[src/rtl/calc_trans.sv]
`default_nettype none
// ============================================================================
// Module   : calc_trans
// Purpose  : Per-pixel transmission estimate t = 1 - omega*min(R,G,B)/A,
//            clamped to T0, with a double-buffered atmospheric light.
// Revision : 1.0 - initial release
// ============================================================================
module calc_trans #(
    parameter int DATA_WIDTH = 8,
    parameter int IMG_WIDTH  = 320,
    parameter int IMG_HEIGHT = 240,
    parameter int OMEGA_Q8   = 243,
    parameter int T0         = 26
) (
    input  logic                  clk,
    input  logic                  rst,
    input  logic                  vsync,
    input  logic                  hsync,
    input  logic                  valid_in,
    input  logic [DATA_WIDTH-1:0] r_in,
    input  logic [DATA_WIDTH-1:0] g_in,
    input  logic [DATA_WIDTH-1:0] b_in,
    input  logic [DATA_WIDTH-1:0] A_in,
    input  logic                  A_valid,
    output logic [DATA_WIDTH-1:0] t_out,
    output logic                  valid_out,
    output logic                  vsync_out,
    output logic                  hsync_out
);

    localparam int c_QW  = 2 * DATA_WIDTH;
    localparam int c_LAT = 2 * DATA_WIDTH + 3;
    localparam logic [DATA_WIDTH-1:0] c_MAX   = {DATA_WIDTH{1'b1}};
    localparam logic [DATA_WIDTH-1:0] c_ONE   = DATA_WIDTH'(1);
    localparam logic [DATA_WIDTH-1:0] c_OMEGA = DATA_WIDTH'(OMEGA_Q8);
    localparam logic [DATA_WIDTH-1:0] c_T0    = DATA_WIDTH'(T0);

    // Frame geometry is informational; the datapath is line-length agnostic.
    if (IMG_WIDTH < 1 || IMG_HEIGHT < 1) begin : g_bad_geometry
    end

    // ------------------------------------------------------------------
    // Atmospheric light: staged in r_a_next, committed on vsync rise
    // ------------------------------------------------------------------
    logic [DATA_WIDTH-1:0] r_a_next;
    logic [DATA_WIDTH-1:0] r_a_cur;
    logic                  r_vsync_d;
    logic [DATA_WIDTH-1:0] w_a_in_nz;
    logic [DATA_WIDTH-1:0] w_a_cur_nxt;
    logic                  w_vs_rise;

    always_comb begin
        w_a_in_nz   = (A_in == '0) ? c_ONE : A_in;
        w_vs_rise   = vsync & ~r_vsync_d;
        w_a_cur_nxt = r_a_cur;
        if (w_vs_rise) begin
            w_a_cur_nxt = A_valid ? w_a_in_nz : r_a_next;
        end
    end

    always_ff @(posedge clk or posedge rst) begin
        if (rst) begin
            r_a_next  <= c_MAX;
            r_a_cur   <= c_MAX;
            r_vsync_d <= 1'b0;
        end else begin
            r_vsync_d <= vsync;
            r_a_cur   <= w_a_cur_nxt;
            if (A_valid) begin
                r_a_next <= w_a_in_nz;
            end
        end
    end

    // ------------------------------------------------------------------
    // Qualifier / sync shift registers, same depth as the datapath
    // ------------------------------------------------------------------
    logic [c_LAT-1:0] r_vld;
    logic [c_LAT-1:0] r_hs;
    logic [c_LAT-1:0] r_vs;

    always_ff @(posedge clk or posedge rst) begin
        if (rst) begin
            r_vld <= '0;
            r_hs  <= '0;
            r_vs  <= '0;
        end else begin
            r_vld <= {r_vld[c_LAT-2:0], valid_in};
            r_hs  <= {r_hs[c_LAT-2:0], hsync};
            r_vs  <= {r_vs[c_LAT-2:0], vsync};
        end
    end

    assign valid_out = r_vld[c_LAT-1];
    assign hsync_out = r_hs[c_LAT-1];
    assign vsync_out = r_vs[c_LAT-1];

    // ------------------------------------------------------------------
    // S1: dark channel; the pixel carries the A it will be divided by.
    // The post-update A is used so a frame's first pixel sees the new A.
    // ------------------------------------------------------------------
    logic [DATA_WIDTH-1:0] w_min_rg;
    logic [DATA_WIDTH-1:0] w_dark;
    logic [DATA_WIDTH-1:0] r_dark;
    logic [DATA_WIDTH-1:0] r_a_s1;

    always_comb begin
        w_min_rg = (r_in < g_in) ? r_in : g_in;
        w_dark   = (b_in < w_min_rg) ? b_in : w_min_rg;
    end

    always_ff @(posedge clk or posedge rst) begin
        if (rst) begin
            r_dark <= '0;
            r_a_s1 <= c_MAX;
        end else begin
            r_dark <= w_dark;
            r_a_s1 <= w_a_cur_nxt;
        end
    end

    // ------------------------------------------------------------------
    // S2..S18: product, then restoring divide one quotient bit per stage.
    // r_x holds the unconsumed dividend bits above the quotient bits.
    // ------------------------------------------------------------------
    logic [c_QW-1:0]       r_x       [0:c_QW];
    logic [DATA_WIDTH-1:0] r_rem     [0:c_QW-1];
    logic [DATA_WIDTH-1:0] r_den     [0:c_QW-1];
    logic [DATA_WIDTH:0]   w_trial   [1:c_QW];
    logic [c_QW:1]         w_ge;
    logic [DATA_WIDTH-1:0] w_rem_nxt [1:c_QW-1];

    always_comb begin
        for (int i = 1; i <= c_QW; i++) begin
            w_trial[i] = {r_rem[i-1], r_x[i-1][c_QW-1]};
            w_ge[i]    = (w_trial[i] >= {1'b0, r_den[i-1]});
        end
        for (int i = 1; i < c_QW; i++) begin
            w_rem_nxt[i] = w_ge[i] ? DATA_WIDTH'(w_trial[i] - {1'b0, r_den[i-1]})
                                   : w_trial[i][DATA_WIDTH-1:0];
        end
    end

    always_ff @(posedge clk or posedge rst) begin
        if (rst) begin
            for (int i = 0; i <= c_QW; i++) begin
                r_x[i] <= '0;
            end
            for (int i = 0; i < c_QW; i++) begin
                r_rem[i] <= '0;
                r_den[i] <= c_MAX;
            end
        end else begin
            r_x[0]   <= c_QW'(r_dark) * c_QW'(c_OMEGA);
            r_rem[0] <= '0;
            r_den[0] <= r_a_s1;
            for (int i = 1; i <= c_QW; i++) begin
                r_x[i] <= {r_x[i-1][c_QW-2:0], w_ge[i]};
            end
            for (int i = 1; i < c_QW; i++) begin
                r_rem[i] <= w_rem_nxt[i];
                r_den[i] <= r_den[i-1];
            end
        end
    end

    // ------------------------------------------------------------------
    // S19: saturate quotient, invert, clamp to the floor
    // ------------------------------------------------------------------
    logic [DATA_WIDTH-1:0] w_q_sat;
    logic [DATA_WIDTH-1:0] w_t;

    always_comb begin
        w_q_sat = (|r_x[c_QW][c_QW-1:DATA_WIDTH]) ? c_MAX : r_x[c_QW][DATA_WIDTH-1:0];
        w_t     = c_MAX - w_q_sat;
    end

    always_ff @(posedge clk or posedge rst) begin
        if (rst) begin
            t_out <= '0;
        end else begin
            t_out <= (w_t < c_T0) ? c_T0 : w_t;
        end
    end

endmodule
`default_nettype wire

[config.mk]
export PLATFORM = sky130hd
export DESIGN_NAME = calc_trans
export DESIGN_NICKNAME = d
export VERILOG_FILES = /design/src/rtl/calc_trans.sv
export SDC_FILE = /design/constraint.sdc
export NUM_CORES = 1
export LEC_CHECK = 0
export BUFFER_PORTS_ARGS = -buffer_cell sky130_fd_sc_hd__clkbuf_2
export CORE_MARGIN = 4
export CORE_UTILIZATION = 55
export CTS_CLUSTER_SIZE = 40
export DETAILED_ROUTE_END_ITERATION = 8
export PLACE_DENSITY_LB_ADDON = 0.1
export SYNTH_ARGS = -nofsm -noshare
export SYNTH_HDL_FRONTEND = slang
export SYNTH_SLANG_ARGS = --single-unit
[constraint.sdc]
create_clock -name clk -period 28.8 [get_ports clk]
set_clock_uncertainty 0.1 [all_clocks]
set_input_delay 0 -clock clk [delete_from_list [all_inputs] [get_ports clk]]
set_output_delay 0 -clock clk [all_outputs]
set_load 0.01 [all_outputs]
==> run metrics <==
largest net degree at the start of global routing=between 150 and 200; Worst-Margin Slew=~1200 ps; cts repair resizes=0; Async SR Flop Fraction=between 90% and 100%; CP max-delay cell=fa_1; DRC viols=0; hold_ws=-21.0 ps; Seq cells post-synth=a little over 600; R2R Setup Slk=between 20000 and 25000 ps; Largest stage delay, worst path=between 500 and 600 ps; Yosys warnings=0; Site Rows=76; per-cell routed wire length=roughly 14 µm; distinct cell type count after synthesis=53; chip height=about 220 µm; Post-synth EDFFs=0; routed wl met3=roughly 1200 µm; diode count=0; Final GP Congestion=0.820; post-synthesis cell count=between 1500 and 2000; CP Launch Type=flop; Hold WC Path Type=in -> async; syn nets=between 2000 and 2500; FMAX=232 MHz; outcome=complete, but fails checks; Cell Area, Placed=25200 µm²; initial core utilization=approximately 56%; Clock transition at path regs=around 60 ps; NumNets Final=approximately 2200; TritonCTS Buffers=60; Total Neg Setup Slack=0 ps; critical path start-end classification=reg -> reg; placed insts=2438; Metal-1 WL=roughly 16000 µm; DR top layer=met4; DP HPWL=roughly 26000 µm; Post-CTS Hold Buffers=40; dominant cell type by area after synthesis=dfrtp_1; RSZ-0062 raised after global routing=false; Sink Count=609; layout cells sized above 1=between 10% and 20%; failing checks=hold timing; final hold viol count=18; initial DRC count=between 700 and 800; Vias=between 10000 and 15000; All-Layer GR Usage=between 10% and 20%; first-pass GRT wire length=roughly 66000 µm; dominant synthesized flop cell=dfrtp_1; H-tree depth=2; routed wire length=~37000 µm; synthesized area per cell=around 13 µm²; Die ar.=around 47000 µm²; CTS tree=built; most frequent cell after synthesis=dfrtp_1; fin. max-slew vios=0; clk_lat worst skew=between 600 and 700 ps; Design Power=about 0.0033 W; IO Pins=49; area fraction of the dominant cell type after synthesis=48.1%; critical path capture point type=flop; max-capacitance violation count=0; Congestion Overflow GR=0; crit path DAT=between 4000 and 5000 ps; Area growth, synth to finish=14.7%; Worst Path Required=29190 ps; CTS Buffer Depth=3; peak supply drop=about 0.067 mV; PortBufs=48; pwr dens=121 nW/µm²; Final setup viols=0; core box area=approximately 43000 µm²; Synth top cells by count=dfrtp_1 (465), inv_1 (244), ha_1 (179); Seq/Total Area, Yosys=a little under two thirds; met2 WL=roughly 18000 µm; initial antenna violation count=0; Tcrit/Tclk final=15.0%; CP max FO=5; Die W=between 200 and 250 µm; Post-CTS Setup Inserts=0; fill count=between 3000 and 4000; Root Driver=clkbuf_16; synth top area cells=dfrtp_1 (48%), dfstp_2 (16%), ha_1 (9.3%); fin cells=2592; Worst slew margin=21.6%; crit path time final=about 4300 ps; Lkg Pwr=roughly 13 nW; Final Cell Area=between 20000 and 30000 µm²; 1st-pass router iterations=4; CP cell instances=inv_1, fa_1, inv_1, fa_1, fa_1, inv_1, fa_1, inv_1, ha_1, a41oi_1, o21ai_1, a221oi_1, a21oi_1, xnor2_1; DR vias/cell=5.11; vias in the first global route=14144; antenna viol nets, final=0; Post-Syn Area=24200 µm²
[worst max-delay path, delay by kind of cell (launching register included)]
family / cells / cell delay (ps)
DFF: 1 / 440
adders and majority gates: 5 / 2380
xor gates and xnor gates: 1 / 150
buffers and inverters: 4 / 240
AOI/OAI and AO/OA: 4 / 880
[flip-flops by register name, summed over array words and instances (netlist names)]
name,count
r_rem,120
r_vld,19
r_dark,8
r_a_s1,8
r_vs,19
t_out,8
r_a_next,8
r_x,272
r_den,128
r_hs,19
[path summary, 6_finish.rpt]
check                                    startpoint               endpoint  depth (start not counted)
worst max-delay path            r_dark[1]$_DFF_PP0_     r_x[271]$_DFF_PP0_                         14
worst min-delay path                            rst      r_x[30]$_DFF_PP0_                          3
worst max register to register  r_dark[1]$_DFF_PP0_     r_x[271]$_DFF_PP0_                         14
worst min register to register   r_x[201]$_DFF_PP0_     r_x[186]$_DFF_PP0_                          0
max in group asynchronous                       rst    r_dark[2]$_DFF_PP0_                          5
min in group clk                            A_valid  r_a_next[0]$_DFF_PP1_                          3
[per-stage QoR]
stage / setup slack [ps] / utilization (%)
finish: 24490 / 64.2
global route: 24160 / 64.2
CTS: 24430 / 64.2
detailed placement: 24460 / 58.2
global placement: 24550 / 58.2
floorplan: 11890 / -
[final cells by class]
type                            instances  area, µm²  share of cell area, %
Timing Repair Buffer                   93        691                   2.49
Tap cell                              585        732                   2.64
Inverter                              244        923                   3.33
Multi-Input combinational cell        947       7810                   28.1
Clock buffer                           81       1710                   6.16
Sequential cell                       609      15400                   55.5
Clock inverter                         33        487                   1.75
[cells in the final DEF (no fill, tap or decap), types with 6 or more instances in the layout]
cell and instances:
a211oi_1 31, a21boi_0 15, a21oi_1 69, a31o_2 13, a32oi_1 8, a32oi_4 6, and3_1 12, bufinv_16 10
clkbuf_1 8, clkbuf_16 60, clkbuf_2 48, clkbuf_8 13, clkinv_2 7, clkinvlp_4 6, dfrtp_1 465, dfstp_2 144
dlygate4sd3_1 40, fa_1 32, ha_1 179, inv_1 243, mux2_2 58, mux2i_1 35, nand2_1 25, nand4_1 28
nor2_1 112, nor2b_1 42, nor3_1 19, o211ai_1 9, o211ai_2 7, o21a_1 34, o21ai_0 102, o21ai_1 10
o31a_1 13, or3_1 15, xnor2_1 23, xor2_1 7
[power by group]
| group | switching [W] | total [W] | leakage [nW] | internal, W |
|---|---|---|---|---|
| Clock | 0.000325 | 0.000835 | 1.06 | 0.000510 |
| Combinational | 0.000661 | 0.00122 | 4.88 | 0.000557 |
| Sequential | 0.000115 | 0.00129 | 7.12 | 0.00118 |
[logic make-up after synthesis]
| family | after synthesis | synth area share (%) |
|---|---|---|
| compound gates | 336 | 9.47 |
| xor+xnor | 30 | 1.09 |
| fa+ha+maj | 211 | 11.9 |
| buf+inv | 256 | 4.04 |
| flops | 609 | 63.7 |
| mux | 93 | 4.15 |
| simple gates | 277 | 5.65 |
[metal layers]
layer / track usage (%) / vias up
li1: - / 6423
met1: 22.0 / 6611
met2: 28.2 / 149
met3: 2.91 / 70
met4: 5.46 / 0
met5: 0 / -
No activity file was read; power rests on OpenSTA's default activity.
